===== src/rtl/alu_exec_pkg.sv =====
// rtl/alu_exec_pkg.sv - opcodes, FSM state encoding and default widths for the execute stage
package alu_exec_pkg;

  localparam int DW_DEFAULT = 8;
  localparam int AW_DEFAULT = 3;

  localparam logic [2:0] OP_ADD = 3'd0;
  localparam logic [2:0] OP_SUB = 3'd1;
  localparam logic [2:0] OP_AND = 3'd2;
  localparam logic [2:0] OP_OR  = 3'd3;
  localparam logic [2:0] OP_XOR = 3'd4;
  localparam logic [2:0] OP_SHL = 3'd5;
  localparam logic [2:0] OP_MUL = 3'd6;
  localparam logic [2:0] OP_LDI = 3'd7;

  typedef enum logic [1:0] {
    ST_IDLE = 2'd0,
    ST_EXEC = 2'd1,
    ST_MUL  = 2'd2,
    ST_WB   = 2'd3
  } state_e;

endpackage


===== src/rtl/mul8_iter.sv =====
// rtl/mul8_iter.sv - iterative shift-add multiplier, one multiplier bit per cycle, LSB first
module mul8_iter
  import alu_exec_pkg::*;
#(
  parameter int DW = DW_DEFAULT
) (
  input  logic            clk,
  input  logic            rst_n,
  input  logic            start,
  input  logic [DW-1:0]   a,
  input  logic [DW-1:0]   b,
  output logic            done,
  output logic [2*DW-1:0] product
);

  localparam int CW = $clog2(DW);
  localparam logic [CW-1:0] LAST = CW'(DW - 1);

  logic [2*DW-1:0] acc_q, acc_d;
  logic [2*DW-1:0] mcand_q, mcand_d;
  logic [DW-1:0]   mplier_q, mplier_d;
  logic [CW-1:0]   cnt_q, cnt_d;
  logic            run_q, run_d;

  // done is high during the final iteration; the product is complete after that edge
  assign done    = run_q && (cnt_q == LAST);
  assign product = acc_q;

  always_comb begin
    acc_d    = acc_q;
    mcand_d  = mcand_q;
    mplier_d = mplier_q;
    cnt_d    = cnt_q;
    run_d    = run_q;
    if (start) begin
      acc_d    = '0;
      mcand_d  = {{DW{1'b0}}, a};
      mplier_d = b;
      cnt_d    = '0;
      run_d    = 1'b1;
    end else if (run_q) begin
      if (mplier_q[0]) begin
        acc_d = acc_q + mcand_q;
      end
      mcand_d  = mcand_q << 1;
      mplier_d = mplier_q >> 1;
      cnt_d    = cnt_q + CW'(1);
      if (done) begin
        run_d = 1'b0;
      end
    end
  end

  always_ff @(posedge clk or negedge rst_n) begin
    if (!rst_n) begin
      acc_q    <= '0;
      mcand_q  <= '0;
      mplier_q <= '0;
      cnt_q    <= '0;
      run_q    <= 1'b0;
    end else begin
      acc_q    <= acc_d;
      mcand_q  <= mcand_d;
      mplier_q <= mplier_d;
      cnt_q    <= cnt_d;
      run_q    <= run_d;
    end
  end

endmodule


===== src/rtl/alu_exec_unit.sv =====
// rtl/alu_exec_unit.sv - multi-cycle execute/writeback stage feeding the 8x8 register file
module alu_exec_unit
  import alu_exec_pkg::*;
#(
  parameter int DW = DW_DEFAULT,
  parameter int AW = AW_DEFAULT
) (
  input  logic          clk,
  input  logic          rst_n,
  input  logic          in_valid,
  output logic          in_ready,
  input  logic [2:0]    in_op,
  input  logic [AW-1:0] in_rd,
  input  logic [AW-1:0] in_rs1,
  input  logic [AW-1:0] in_rs2,
  input  logic [DW-1:0] in_imm,
  output logic [AW-1:0] reg1_read_addr,
  output logic [AW-1:0] reg2_read_addr,
  input  logic [DW-1:0] reg1_read_data,
  input  logic [DW-1:0] reg2_read_data,
  output logic          reg_write_en,
  output logic [AW-1:0] reg_write_addr,
  output logic [DW-1:0] reg_write_data,
  output logic          flag_z,
  output logic          flag_c,
  output logic          busy
);

  state_e          state_q, state_d;
  logic [2:0]      op_q, op_d;
  logic [AW-1:0]   rd_q, rd_d;
  logic [AW-1:0]   rs1_q, rs1_d;
  logic [AW-1:0]   rs2_q, rs2_d;
  logic [DW-1:0]   imm_q, imm_d;
  logic [DW-1:0]   result_q, result_d;
  logic            carry_q, carry_d;
  logic            flag_z_q, flag_z_d;
  logic            flag_c_q, flag_c_d;

  logic            mul_start;
  logic            mul_done;
  logic [2*DW-1:0] mul_product;

  logic [DW-1:0]   alu_res;
  logic            alu_carry;
  logic [DW:0]     sum_w;
  logic [DW:0]     diff_w;
  logic [2*DW-1:0] shl_w;
  logic [DW-1:0]   wb_data;
  logic            wb_carry;

  mul8_iter #(.DW(DW)) u_mul (
    .clk     (clk),
    .rst_n   (rst_n),
    .start   (mul_start),
    .a       (reg1_read_data),
    .b       (reg2_read_data),
    .done    (mul_done),
    .product (mul_product)
  );

  // Bit DW of the widened sum/difference/shift is the carry, borrow or last bit shifted out
  assign sum_w  = {1'b0, reg1_read_data} + {1'b0, reg2_read_data};
  assign diff_w = {1'b0, reg1_read_data} - {1'b0, reg2_read_data};
  assign shl_w  = {{DW{1'b0}}, reg1_read_data} << reg2_read_data[2:0];

  always_comb begin
    alu_res   = '0;
    alu_carry = 1'b0;
    case (op_q)
      OP_ADD: begin alu_res = sum_w[DW-1:0];  alu_carry = sum_w[DW];  end
      OP_SUB: begin alu_res = diff_w[DW-1:0]; alu_carry = diff_w[DW]; end
      OP_AND: alu_res = reg1_read_data & reg2_read_data;
      OP_OR:  alu_res = reg1_read_data | reg2_read_data;
      OP_XOR: alu_res = reg1_read_data ^ reg2_read_data;
      OP_SHL: begin alu_res = shl_w[DW-1:0];  alu_carry = shl_w[DW];  end
      OP_LDI: alu_res = imm_q;
      default: alu_res = '0;
    endcase
  end

  assign wb_data  = (op_q == OP_MUL) ? mul_product[DW-1:0] : result_q;
  assign wb_carry = (op_q == OP_MUL) ? (|mul_product[2*DW-1:DW]) : carry_q;

  always_comb begin
    state_d   = state_q;
    op_d      = op_q;
    rd_d      = rd_q;
    rs1_d     = rs1_q;
    rs2_d     = rs2_q;
    imm_d     = imm_q;
    result_d  = result_q;
    carry_d   = carry_q;
    flag_z_d  = flag_z_q;
    flag_c_d  = flag_c_q;
    mul_start = 1'b0;
    case (state_q)
      ST_IDLE: begin
        if (in_valid) begin
          op_d    = in_op;
          rd_d    = in_rd;
          rs1_d   = in_rs1;
          rs2_d   = in_rs2;
          imm_d   = in_imm;
          state_d = ST_EXEC;
        end
      end
      ST_EXEC: begin
        if (op_q == OP_MUL) begin
          mul_start = 1'b1;
          state_d   = ST_MUL;
        end else begin
          result_d = alu_res;
          carry_d  = alu_carry;
          state_d  = ST_WB;
        end
      end
      ST_MUL: begin
        if (mul_done) begin
          state_d = ST_WB;
        end
      end
      ST_WB: begin
        if (op_q != OP_LDI) begin
          flag_z_d = (wb_data == '0);
          flag_c_d = wb_carry;
        end
        state_d = ST_IDLE;
      end
      default: state_d = ST_IDLE;
    endcase
  end

  always_ff @(posedge clk or negedge rst_n) begin
    if (!rst_n) begin
      state_q  <= ST_IDLE;
      op_q     <= OP_ADD;
      rd_q     <= '0;
      rs1_q    <= '0;
      rs2_q    <= '0;
      imm_q    <= '0;
      result_q <= '0;
      carry_q  <= 1'b0;
      flag_z_q <= 1'b0;
      flag_c_q <= 1'b0;
    end else begin
      state_q  <= state_d;
      op_q     <= op_d;
      rd_q     <= rd_d;
      rs1_q    <= rs1_d;
      rs2_q    <= rs2_d;
      imm_q    <= imm_d;
      result_q <= result_d;
      carry_q  <= carry_d;
      flag_z_q <= flag_z_d;
      flag_c_q <= flag_c_d;
    end
  end

  // Strobe decodes straight from state so an asynchronous reset removes it at once
  assign in_ready       = (state_q == ST_IDLE);
  assign busy           = (state_q != ST_IDLE);
  assign reg_write_en   = (state_q == ST_WB);
  assign reg_write_addr = rd_q;
  assign reg_write_data = wb_data;
  assign reg1_read_addr = rs1_q;
  assign reg2_read_addr = rs2_q;
  assign flag_z         = flag_z_q;
  assign flag_c         = flag_c_q;

endmodule


===== config.mk =====
export PLATFORM = sky130hd
export DESIGN_NAME = alu_exec_unit
export DESIGN_NICKNAME = d
export VERILOG_FILES = /design/src/rtl/alu_exec_pkg.sv /design/src/rtl/mul8_iter.sv /design/src/rtl/alu_exec_unit.sv
export SDC_FILE = /design/constraint.sdc
export NUM_CORES = 1
export LEC_CHECK = 0
export CAP_MARGIN = 15
export CORE_MARGIN = 8
export CORE_UTILIZATION = 49
export DETAILED_ROUTE_END_ITERATION = 7
export PLACE_DENSITY = 0.71
export SLEW_MARGIN = 5
export SYNTH_ARGS = -nofsm -noshare
export SYNTH_HDL_FRONTEND = slang
export SYNTH_SLANG_ARGS = --single-unit

===== constraint.sdc =====
create_clock -name clk -period 2.7 [get_ports clk]
set_clock_uncertainty 0.1 [all_clocks]
set_input_delay 0.675 -clock clk [delete_from_list [all_inputs] [get_ports clk]]
set_output_delay 0.675 -clock clk [all_outputs]
set_load 0.05 [all_outputs]

==> results of run 1 <==
==> final timing paths <==
| path | depth (start not counted) | slack, ns | startpoint | endpoint |
|---|---|---|---|---|
| max | 10 | 0.08 | reg2_read_data[2] | carry_q |
| min | 1 | 0.18 | rst_n | u_mul.product[2] |
| max reg2reg | 9 | 0.24 | u_mul.product[0] | u_mul.product[10] |
| min reg2reg | 2 | 0.39 | flag_c | flag_c |
| max in group asynchronous | 2 | 1.68 | rst_n | u_mul.mcand_q[0] |
| min in group clk | 2 | 0.39 | flag_c | flag_c |
==> registers in the layout, indices dropped and copies added (netlist names), 2 cells and up <==
register,cells
state_q,2
reg2_read_addr,3
result_q,8
op_q,3
u_mul.mcand_q,16
u_mul.mplier_q,8
u_mul.product,16
imm_q,8
u_mul.cnt_q,3
reg1_read_addr,3
reg_write_addr,3
==> cell families (layout without fill, tap and decap cells) <==
kind of cell | after synthesis | after routing
DFF | 77 | 77
and+or+nand+nor | 193 | 193
xor gates and xnor gates | 11 | 11
muxes | 50 | 50
adders and majority gates | 49 | 49
AOI/OAI and AO/OA | 179 | 179
buffers and inverters | 65 | 188
==> Yosys cell counts, drive strengths merged, types with 7 or more instances <==
library cell,count,area share [%]
a211oi,8,1.1
a21oi,42,3.9
buf,13,1.3
clkbuf,15,1.0
dfrtp,77,35
ha,46,11
inv,36,2.5
mux2,20,4.1
mux2i,30,5.5
nand2,89,6.1
nand3,13,1.2
nor2,47,3.2
nor2b,7,0.80
nor3,12,1.1
o211ai,7,0.97
o21ai,59,5.4
or3,7,0.80
==> area by class of cell <==
class | instances | area [um2] | area share [%]
sequential | 77 | 1927 | 27.43
clock buffer | 9 | 123.9 | 1.763
inverter | 37 | 138.9 | 1.977
tap | 140 | 175.2 | 2.493
clock inverter | 7 | 80.08 | 1.140
multi-input combinational | 482 | 3401 | 48.41
timing repair buffer | 135 | 1180 | 16.79
==> stage by stage <==
| stage | instance area (um2) | hold WS, ns | util (%) |
|---|---|---|---|
| floorplan | 5466 | 0.2794 | - |
| global route | 7025 | 0.2128 | 64.81 |
| detailed placement | 6653 | 0.3716 | 61.37 |
| finish | 7025 | 0.1758 | 64.81 |
| global placement | 6653 | 0.3724 | 61.37 |
| CTS | 6860 | 0.1875 | 63.28 |
==> timing repair <==
item / in CTS / in global routing
endpoints found under the setup margin: 1 / 7
setup buffers: 0 / 2
pin swaps: 0 / 11
gates resized for setup: 1 / 28
==> layer usage <==
layer	wire [um]	part of all wire (%)	up-vias	GRT usage, %
li1	-	-	2460	-
met1	7243	43	2509	28.55
met2	8126	49	184	38.37
met3	973	5.8	31	4.793
met4	345	2.1	0	8.173
met5	0	0	-	0
==> power groups by stage <==
stage,sequential [uW],combinational [uW],clock [uW]
finish,2080,4410,934
global route,2130,4790,994
CTS,2060,4340,956
detailed placement,2090,4330,0
global placement,2060,4260,0
floorplan,2200,2830,0
==> metrics.md, run 1 <==
| Metric | Value |
|---|---|
| Pwr Total | approximately 7400 uW |
| Mapped Area | 5441 um2 |
| DR iter-0 viols | between 500 and 600 |
| Status | finished clean |
| WP data arrival | about 2.8 ns |
| CP peak stage delay | 0.48 ns |
| Final setup vio count | 0 |
| Xor and xnor fraction of the mapped netlist area | approximately 1.8% |
| PD cells | roughly 1100 nW/um2 |
| Clock share of power | 12.6% |
| F_max | 0.3818 GHz |
| Worst min-delay path class | primary input to async pin |
| Wirelength per Cell | 18.82 um |
| Setup ws final | a little over 0.08 ns |
| Placed Cells | 869 |
| Total global-route track usage | 22.93% |
| Residual DRC count | 0 |
| Die area | 14730 um2 |
| Global route overflow | 0 |
| Nets | slightly above 800 |
| Avg Inst Size Synth | a little under 9 um2 |
| Ratio of cells with drive above 1 in the final layout | around a fifth |
| Setup TNS | 0 ns |
| Core area | 10840 um2 |
| CTS Hold Bufs | 0 |
| Combinational power share | approximately three fifths |
| Antenna viol nets, final | 0 |
| Commonest non-fill, non-tap cell in the layout | nand2_1 |
| Final Hold Fails | 0 |
| Clock transition at path regs | 0.09 ns |
| EDFF count, synth | 0 |
| Async S/R FF share, synth | 100.0% |
| Final wirelength | approximately 17000 um |
| Sequential share of the synthesized area | a little over a third |
| CP cell instances | clkdlybuf4s50_1 -> inv_1 -> ha_4 -> o21bai_1 -> a21oi_2 -> o31ai_2 -> buf_4 -> a2111oi_4 -> nor2_1 -> o311ai_1 |
| Drt via density | 5.844 |
| CP Launch Type | primary input |
| Req. time, crit path | 2.88 ns |
| Switching pwr | 3564 uW |
| Rel. slew slack | 48.28% |
| Ports | 61 |
| Critical path's top delay family | compound AO/OA/AOI/OAI gates |
| Sw Share | about half |
| Initial antenna violation count | 0 |
| Antenna cells | 0 |
| Setup Crit Path Kind | primary input to register |
| CTS tree | yes |
| CP Max Fanout | 4 |
| Internal | 3858 uW |
| Vias in the first global route | 5246 |
| Fin crit share | 97.01% |
| CP Capture Type | register |
| First-pass GRT wire length | between 20000 and 30000 um |
| Hpwl dp | ~13000 um |
| Static leakage | 0.003200 uW |
| Buf/Inv on CP | 3 |
| Layout area overhead | 29.11% |
| Synthesis warning total | 0 |
| Top FF cell, synth | dfrtp_1 |
| RSZ-0062 raised after global routing | yes |
| Die Span Y | 121.4 um |
| Most frequent cells in the layout | 89 x nand2_1, 81 x buf_4, 77 x dfrtp_1 |
| Synth Area in Compound Gates | 21.15% |
| Worst slack at placement | -0.3942 ns |
| Routed via count | 5184 |
| Latest clock arrival within the worst-skew pair | approximately 0.37 ns |
| GP Congestion | 0.9545 |
| Fin. max-slew vios | 0 |
| Worst Tran Pin Value | 0.7754 ns |
| Synth Instances | 624 |
| Max-capacitance violation count | 0 |
| Die X | 121.4 um |
| Max VDD drop | slightly below 0.0009 V |
| Post-synthesis adder-cell area fraction | between 10% and 20% |
| PortBufs | 60 |
| Simple-gate share of the synthesized area | 15.47% |
| Proportion of synthesized area in mux cells | 9.657% |
| Largest net degree at the start of global routing | 51 |
| Non-Filler Instances | 887 |
| Starting Density | between 50% and 60% |
| CTS buffer count | 9 |
| Reg power frac | 28.0% |
| Crit path time final | between 2 and 3 ns |
| Post-Syn Nets | 712 |
| Router iterations before antenna repair | 5 |
| Longest Clk Path Bufs | 2 |
| Main combinational cell family by area after synthesis | compound AO/OA/AOI/OAI gates |
| H-tree depth | 3 |
| FF+latch count, synth | 77 |
| # rows | 38 |
| Highest-delay cell along the critical path | clkdlybuf4s50_1 |
| Yosys cell types | 60 |
| CTS sink cnt | 77 |
| Filler Cells Inserted | 897 |
| Root Driver | clkbuf_8 |
Power figures use the tool's default switching activity.
==> run 2, diff against run 1 <==
--- a/config.mk
+++ b/config.mk
@@ -9,7 +9,7 @@
 export CORE_MARGIN = 8
 export CORE_UTILIZATION = 49
 export DETAILED_ROUTE_END_ITERATION = 7
-export PLACE_DENSITY = 0.71
+export PLACE_DENSITY_LB_ADDON = 0.3
 export SLEW_MARGIN = 5
 export SYNTH_ARGS = -nofsm -noshare
 export SYNTH_HDL_FRONTEND = slang
==> run 2 against run 1 <==
  * Via count shrank 0.60%
  * Sequential cell count is the same
  * Critical path depth is the same
  * Sequential power is essentially flat
  * Worst hold slack gained 0.0035 ns
  * Routed wire length shrank 2.3%
  * Utilization shrank 0.69 points
  * Cell area shrank 1.1%
  * Global-route usage shrank 0.32 points
  * Total power shrank 0.47%
  * Final cell count is the same
  * Critical path type unchanged
==> metrics.md, run 2 (synthesis gave the netlist of run 1 again) <==
| Metric | Value |
|---|---|
| Max-capacitance violation count | 0 |
| Largest net degree at the start of global routing | 42 |
| Antenna viol nets, final | 0 |
| Clock transition at path regs | 0.08 ns |
| PortBufs | 60 |
| Longest Clk Path Bufs | 2 |
| Max VDD drop | ~0.00084 V |
| Die X | ~120 um |
| CTS tree | yes |
| Residual DRC count | 0 |
| Status | finished clean |
| Hpwl dp | 12720 um |
| Core area | 10840 um2 |
| Total global-route track usage | between 20 and 25% |
| Reg power frac | 28.6% |
| Non-Filler Instances | 887 |
| CTS buffer count | 9 |
| Filler Cells Inserted | ~940 |
| Setup bufs post-CTS | 0 |
| Switching pwr | 3534 uW |
| Placed Cells | 871 |
| Fin. max-slew vios | 0 |
| Req. time, crit path | 2.85 ns |
| F_max | 0.3808 GHz |
| Ratio of cells with drive above 1 in the final layout | a little under a fifth |
| Starting Density | about half |
| # rows | 38 |
| Nets | 830 |
| Global route overflow | 0 |
| Setup Crit Path Kind | primary input to register |
| Fin crit share | between 90% and 100% |
| Die Span Y | 121.4 um |
| DR iter-0 viols | between 400 and 500 |
| GP Congestion | 0.9373 |
| Latest clock arrival within the worst-skew pair | 0.37 ns |
| Most frequent cells in the layout | 89 x nand2_1, 84 x buf_4, 76 x dfrtp_1 |
| Antenna cells | 0 |
| Worst Tran Pin Value | ~0.63 ns |
| Vias in the first global route | 5225 |
| Combinational power share | 59.0% |
| Commonest non-fill, non-tap cell in the layout | nand2_1 |
| Router iterations before antenna repair | 5 |
| Rel. slew slack | 57.47% |
| Ports | between 60 and 70 |
| Wirelength per Cell | 18.38 um |
| CTS sink cnt | 77 |
| Setup ws final | 0.07403 ns |
| Layout area overhead | 27.73% |
| Die area | 14730 um2 |
| CP Max Fanout | 2 |
| Sw Share | 47.83% |
| Static leakage | around 0.0032 uW |
| Worst hold slack | 0.1793 ns |
| H-tree depth | 3 |
| Routed via count | ~5200 |
| Initial antenna violation count | 0 |
| Root Driver | clkbuf_8 |
| Worst min-delay path class | primary input to async pin |
| CP Launch Type | primary input |
| Worst slack at placement | -0.3902 ns |
| CP Capture Type | register |
| Final wirelength | 16300 um |
| Final Hold Fails | 0 |
| Final setup vio count | 0 |
| Crit path time final | 2.626 ns |
| Drt via density | between 5 and 6 |
| Clock share of power | roughly an eighth |
| First-pass GRT wire length | 26470 um |
| WP data arrival | 2.78 ns |
| Internal | 3854 uW |
| CTS Hold Bufs | 0 |
| PD cells | approximately 1100 nW/um2 |
==> run 2: cell types whose count changed in the layout (fill, tap and decap cells not counted), sizes merged <==
cell	delta
clkinvlp	+1
clkbuf	+2
clkdlybuf4s50	+1
dlymetal6s2s	-1
inv	-3
==> run 2: layer usage <==
layer	track usage (%)	wire, um	vias to the layer above
li1	-	-	2464
met1	28.60	7073	2473
met2	38.44	7984	190
met3	3.816	1004	26
met4	7.016	237	0
met5	0	0	-
==> run 2: worst paths after layout <==
path                                    from           endpoint  slack, ns  depth (start not counted)
setup / recovery           reg1_read_data[1]        result_q[4]       0.07                         10
hold / removal                         rst_n   u_mul.product[3]       0.18                          1
setup reg to reg            u_mul.mcand_q[0]  u_mul.product[14]       0.25                          9
hold reg to reg            reg2_read_addr[0]  reg2_read_addr[0]       0.41                          1
max in group asynchronous              rst_n            op_q[2]       1.69                          2
min in group clk           reg2_read_addr[0]  reg2_read_addr[0]       0.41                          1
==> run 2: timing repair <==
item	4_1_cts	5_1_grt
resized for setup	4	13
pin swaps	1	9
endpoints found under the setup margin	7	8
==> run 2: critical path, stage by stage <==
cell and delay [ns]:
clkdlybuf4s50_1 0.49, inv_2 0.07, buf_4 0.15, fa_2 0.38, o21bai_1 0.18, a21oi_2 0.10, buf_4 0.14, a221oi_1 0.31
a21oi_1 0.10, o22a_1 0.17
==> run 2: area by class of cell <==
cell class / instances / area [um2] / share of cell area [%]
flip-flops and latches: 77 / 1928 / 27.74
well taps: 140 / 175.2 / 2.520
multi-input cells: 482 / 3342 / 48.08
clock buffers: 11 / 141.4 / 2.034
repair buffers: 135 / 1166 / 16.78
inverters: 37 / 138.9 / 1.998
clock inverters: 5 / 58.81 / 0.8461
==> run 2: power groups by stage <==
stage	Combinational (uW)	Clock, uW	Sequential (uW)
after global routing	4750	973	2170
after global placement	4210	0	2090
after CTS	4320	928	2100
final	4360	917	2110
after floorplan	2830	0	2200
after detailed placement	4300	0	2120
==> run 2: metrics by stage <==
stage	power (uW)	TNS [ns]	area, um2	util (%)
CTS	7348	-0.005363	6880	63.47
floorplan	5035	-0.02386	5466	-
global placement	6305	-1.881	6668	61.51
finish	7387	0	6950	64.12
global route	7895	-0.06336	6950	64.12
detailed placement	6414	-2.010	6668	61.51
==> run 3, diff against run 2 <==
--- a/config.mk
+++ b/config.mk
@@ -9,6 +9,7 @@
 export CORE_MARGIN = 8
 export CORE_UTILIZATION = 49
 export DETAILED_ROUTE_END_ITERATION = 7
+export GPL_ROUTABILITY_DRIVEN = 0
 export PLACE_DENSITY_LB_ADDON = 0.3
 export SLEW_MARGIN = 5
 export SYNTH_ARGS = -nofsm -noshare
==> run 3 against run 2 <==
  * Global-route usage decreased by 0.86 points
  * Worst hold slack better by 0.024 ns
  * Die area is the same
  * Count of clock-buffer cells in the layout rose by 1
  * Cell area shrank 1.4%
  * Critical path depth grew 1
  * First-iteration DRC count up 39%
  * Total power fell by 2.4%
  * Via count rose by 0.19%
  * Clock power down 11%
  * Utilization fell by 0.88 points
  * Sequential power hardly changed
==> metrics.md, run 3 (synthesis gave the netlist of run 1 again) <==
| Metric | Value |
|---|---|
| Status | finished clean |
| CP cell instances | clkdlybuf4s50_1 -> inv_2 -> buf_4 -> fa_2 -> o21bai_1 -> a21oi_2 -> o31ai_1 -> buf_4 -> a311oi_1 -> o31ai_1 -> o22a_1 |
| Commonest non-fill, non-tap cell in the layout | nand2_1 |
| Router iterations before antenna repair | 6 |
| Die Span Y | 121.4 um |
| CP Max Fanout | 3 |
| CP Launch Type | primary input |
| Antenna viol nets, final | 0 |
| Static leakage | 0.003115 uW |
| Drt via density | 5.887 |
| Final wirelength | 15630 um |
| Total global-route track usage | 21.75% |
| Routed via count | between 5000 and 6000 |
| # rows | 38 |
| Longest Clk Path Bufs | 2 |
| RSZ-0062 raised after global routing | no |
| Most frequent cells in the layout | 89 x nand2_1, 77 x dfrtp_1, 72 x buf_4 |
| Req. time, crit path | between 2 and 3 ns |
| CTS sink cnt | 77 |
| PortBufs | 60 |
| Die X | 121.4 um |
| Internal | 3740 uW |
| CTS tree | yes |
| Layout area overhead | 25.98% |
| Residual DRC count | 0 |
| H-tree depth | 3 |
| Final Hold Fails | 0 |
| Highest-delay cell along the critical path | clkdlybuf4s50_1 |
| Sw Share | 48.14% |
| Fin crit share | 97.35% |
| Reg power frac | ~29% |
| Nets | between 800 and 900 |
| Worst min-delay path class | primary input to async pin |
| Ports | 61 |
| Filler Cells Inserted | 943 |
| Ratio of cells with drive above 1 in the final layout | 17.12% |
| Root Driver | clkbuf_8 |
| Global route overflow | 0 |
| Worst Tran Pin Value | 0.7513 ns |
| CP peak stage delay | a little under 0.5 ns |
| Setup TNS | 0 ns |
| Largest net degree at the start of global routing | 51 |
| Max-capacitance violation count | 0 |
| Final setup vio count | 0 |
| Max VDD drop | 0.0007627 V |
| Combinational power share | 59.8% |
| Core area | 10840 um2 |
| Worst slack at placement | -0.3625 ns |
| Setup ws final | 0.07161 ns |
| F_max | ~0.38 GHz |
| Latest clock arrival within the worst-skew pair | 0.37 ns |
| Setup bufs post-CTS | 0 |
| Initial antenna violation count | 1 |
| Starting Density | around 50% |
| PD cells | roughly 1100 nW/um2 |
| Worst hold slack | between 0.2 and 0.25 ns |
| Fin. max-slew vios | 0 |
| WP data arrival | roughly 2.8 ns |
| CP Capture Type | register |
| Hpwl dp | 12060 um |
| First-pass GRT wire length | 25760 um |
| Clock transition at path regs | 0.08 ns |
| Die area | roughly 15000 um2 |
| DR iter-0 viols | 604 |
| Rel. slew slack | 49.45% |
| CTS buffer count | 9 |
| Setup Crit Path Kind | primary input to register |
| Crit path time final | 2.628 ns |
| Wirelength per Cell | 17.82 um |
| Vias in the first global route | ~5200 |
| Switching pwr | 3472 uW |
| Clock share of power | between 10% and 20% |
==> run 3: final cells by class <==
cell class | count | area (um2) | share of cell area, %
Timing Repair Buffer | 125 | 1107 | 16.15
Clock inverter | 3 | 21.27 | 0.3103
Sequential cell | 77 | 1927 | 28.11
Multi-Input combinational cell | 482 | 3328 | 48.55
Inverter | 37 | 138.9 | 2.026
Antenna cell | 1 | 2.502 | 0.03650
Tap cell | 140 | 175.2 | 2.555
Clock buffer | 12 | 155.1 | 2.263
==> run 3: final timing paths <==
check                                    end         startpoint  cells past startpoint  slack (ns)
max in group asynchronous  reg1_read_addr[0]              rst_n                      2        1.69
max reg2reg                u_mul.product[10]   u_mul.mcand_q[0]                      9        0.35
min                         u_mul.product[2]              rst_n                      1        0.20
min in group clk                      flag_c             flag_c                      2        0.40
min reg2reg                           flag_c             flag_c                      2        0.40
max                              result_q[6]  reg1_read_data[1]                     11        0.07
==> run 3: stage by stage <==
stage	utilization [%]	area, um2	instances	total power (uW)
2_1_floorplan	-	5466	624	5035
4_1_cts	62.60	6787	876	7175
5_1_grt	63.24	6855	877	7726
6_report	63.24	6855	877	7213
3_3_place_gp	60.93	6605	861	6200
3_5_place_dp	60.93	6605	861	6347
==> run 3: critical path, delay by kind of cell <==
family          cells  cell delay [ns]
fa+ha+maj           1             0.34
buf+inv             4             0.88
compound gates      6             0.93
==> run 3: power groups by stage <==
stage	registers, uW	clock network, uW	logic, uW
finish	2080	816	4310
global route	2140	886	4700
CTS	2070	836	4270
detailed placement	2090	0	4250
global placement	2060	0	4140
floorplan	2200	0	2830
==> run 3: metal layers <==
layer | wire, um | GRT usage (%) | part of all wire, %
met4 | 383 | 8.635 | 2.5
met2 | 7581 | 36.04 | 48
met1 | 6356 | 26.22 | 41
met3 | 1310 | 5.910 | 8.4
met5 | 0 | 0 | 0
==> run 3: repair_timing <==
item,4_1_cts,5_1_grt
resized for setup,1,14
endpoints found under the setup margin,2,6
pin swaps,0,8
hold buffers,0,0
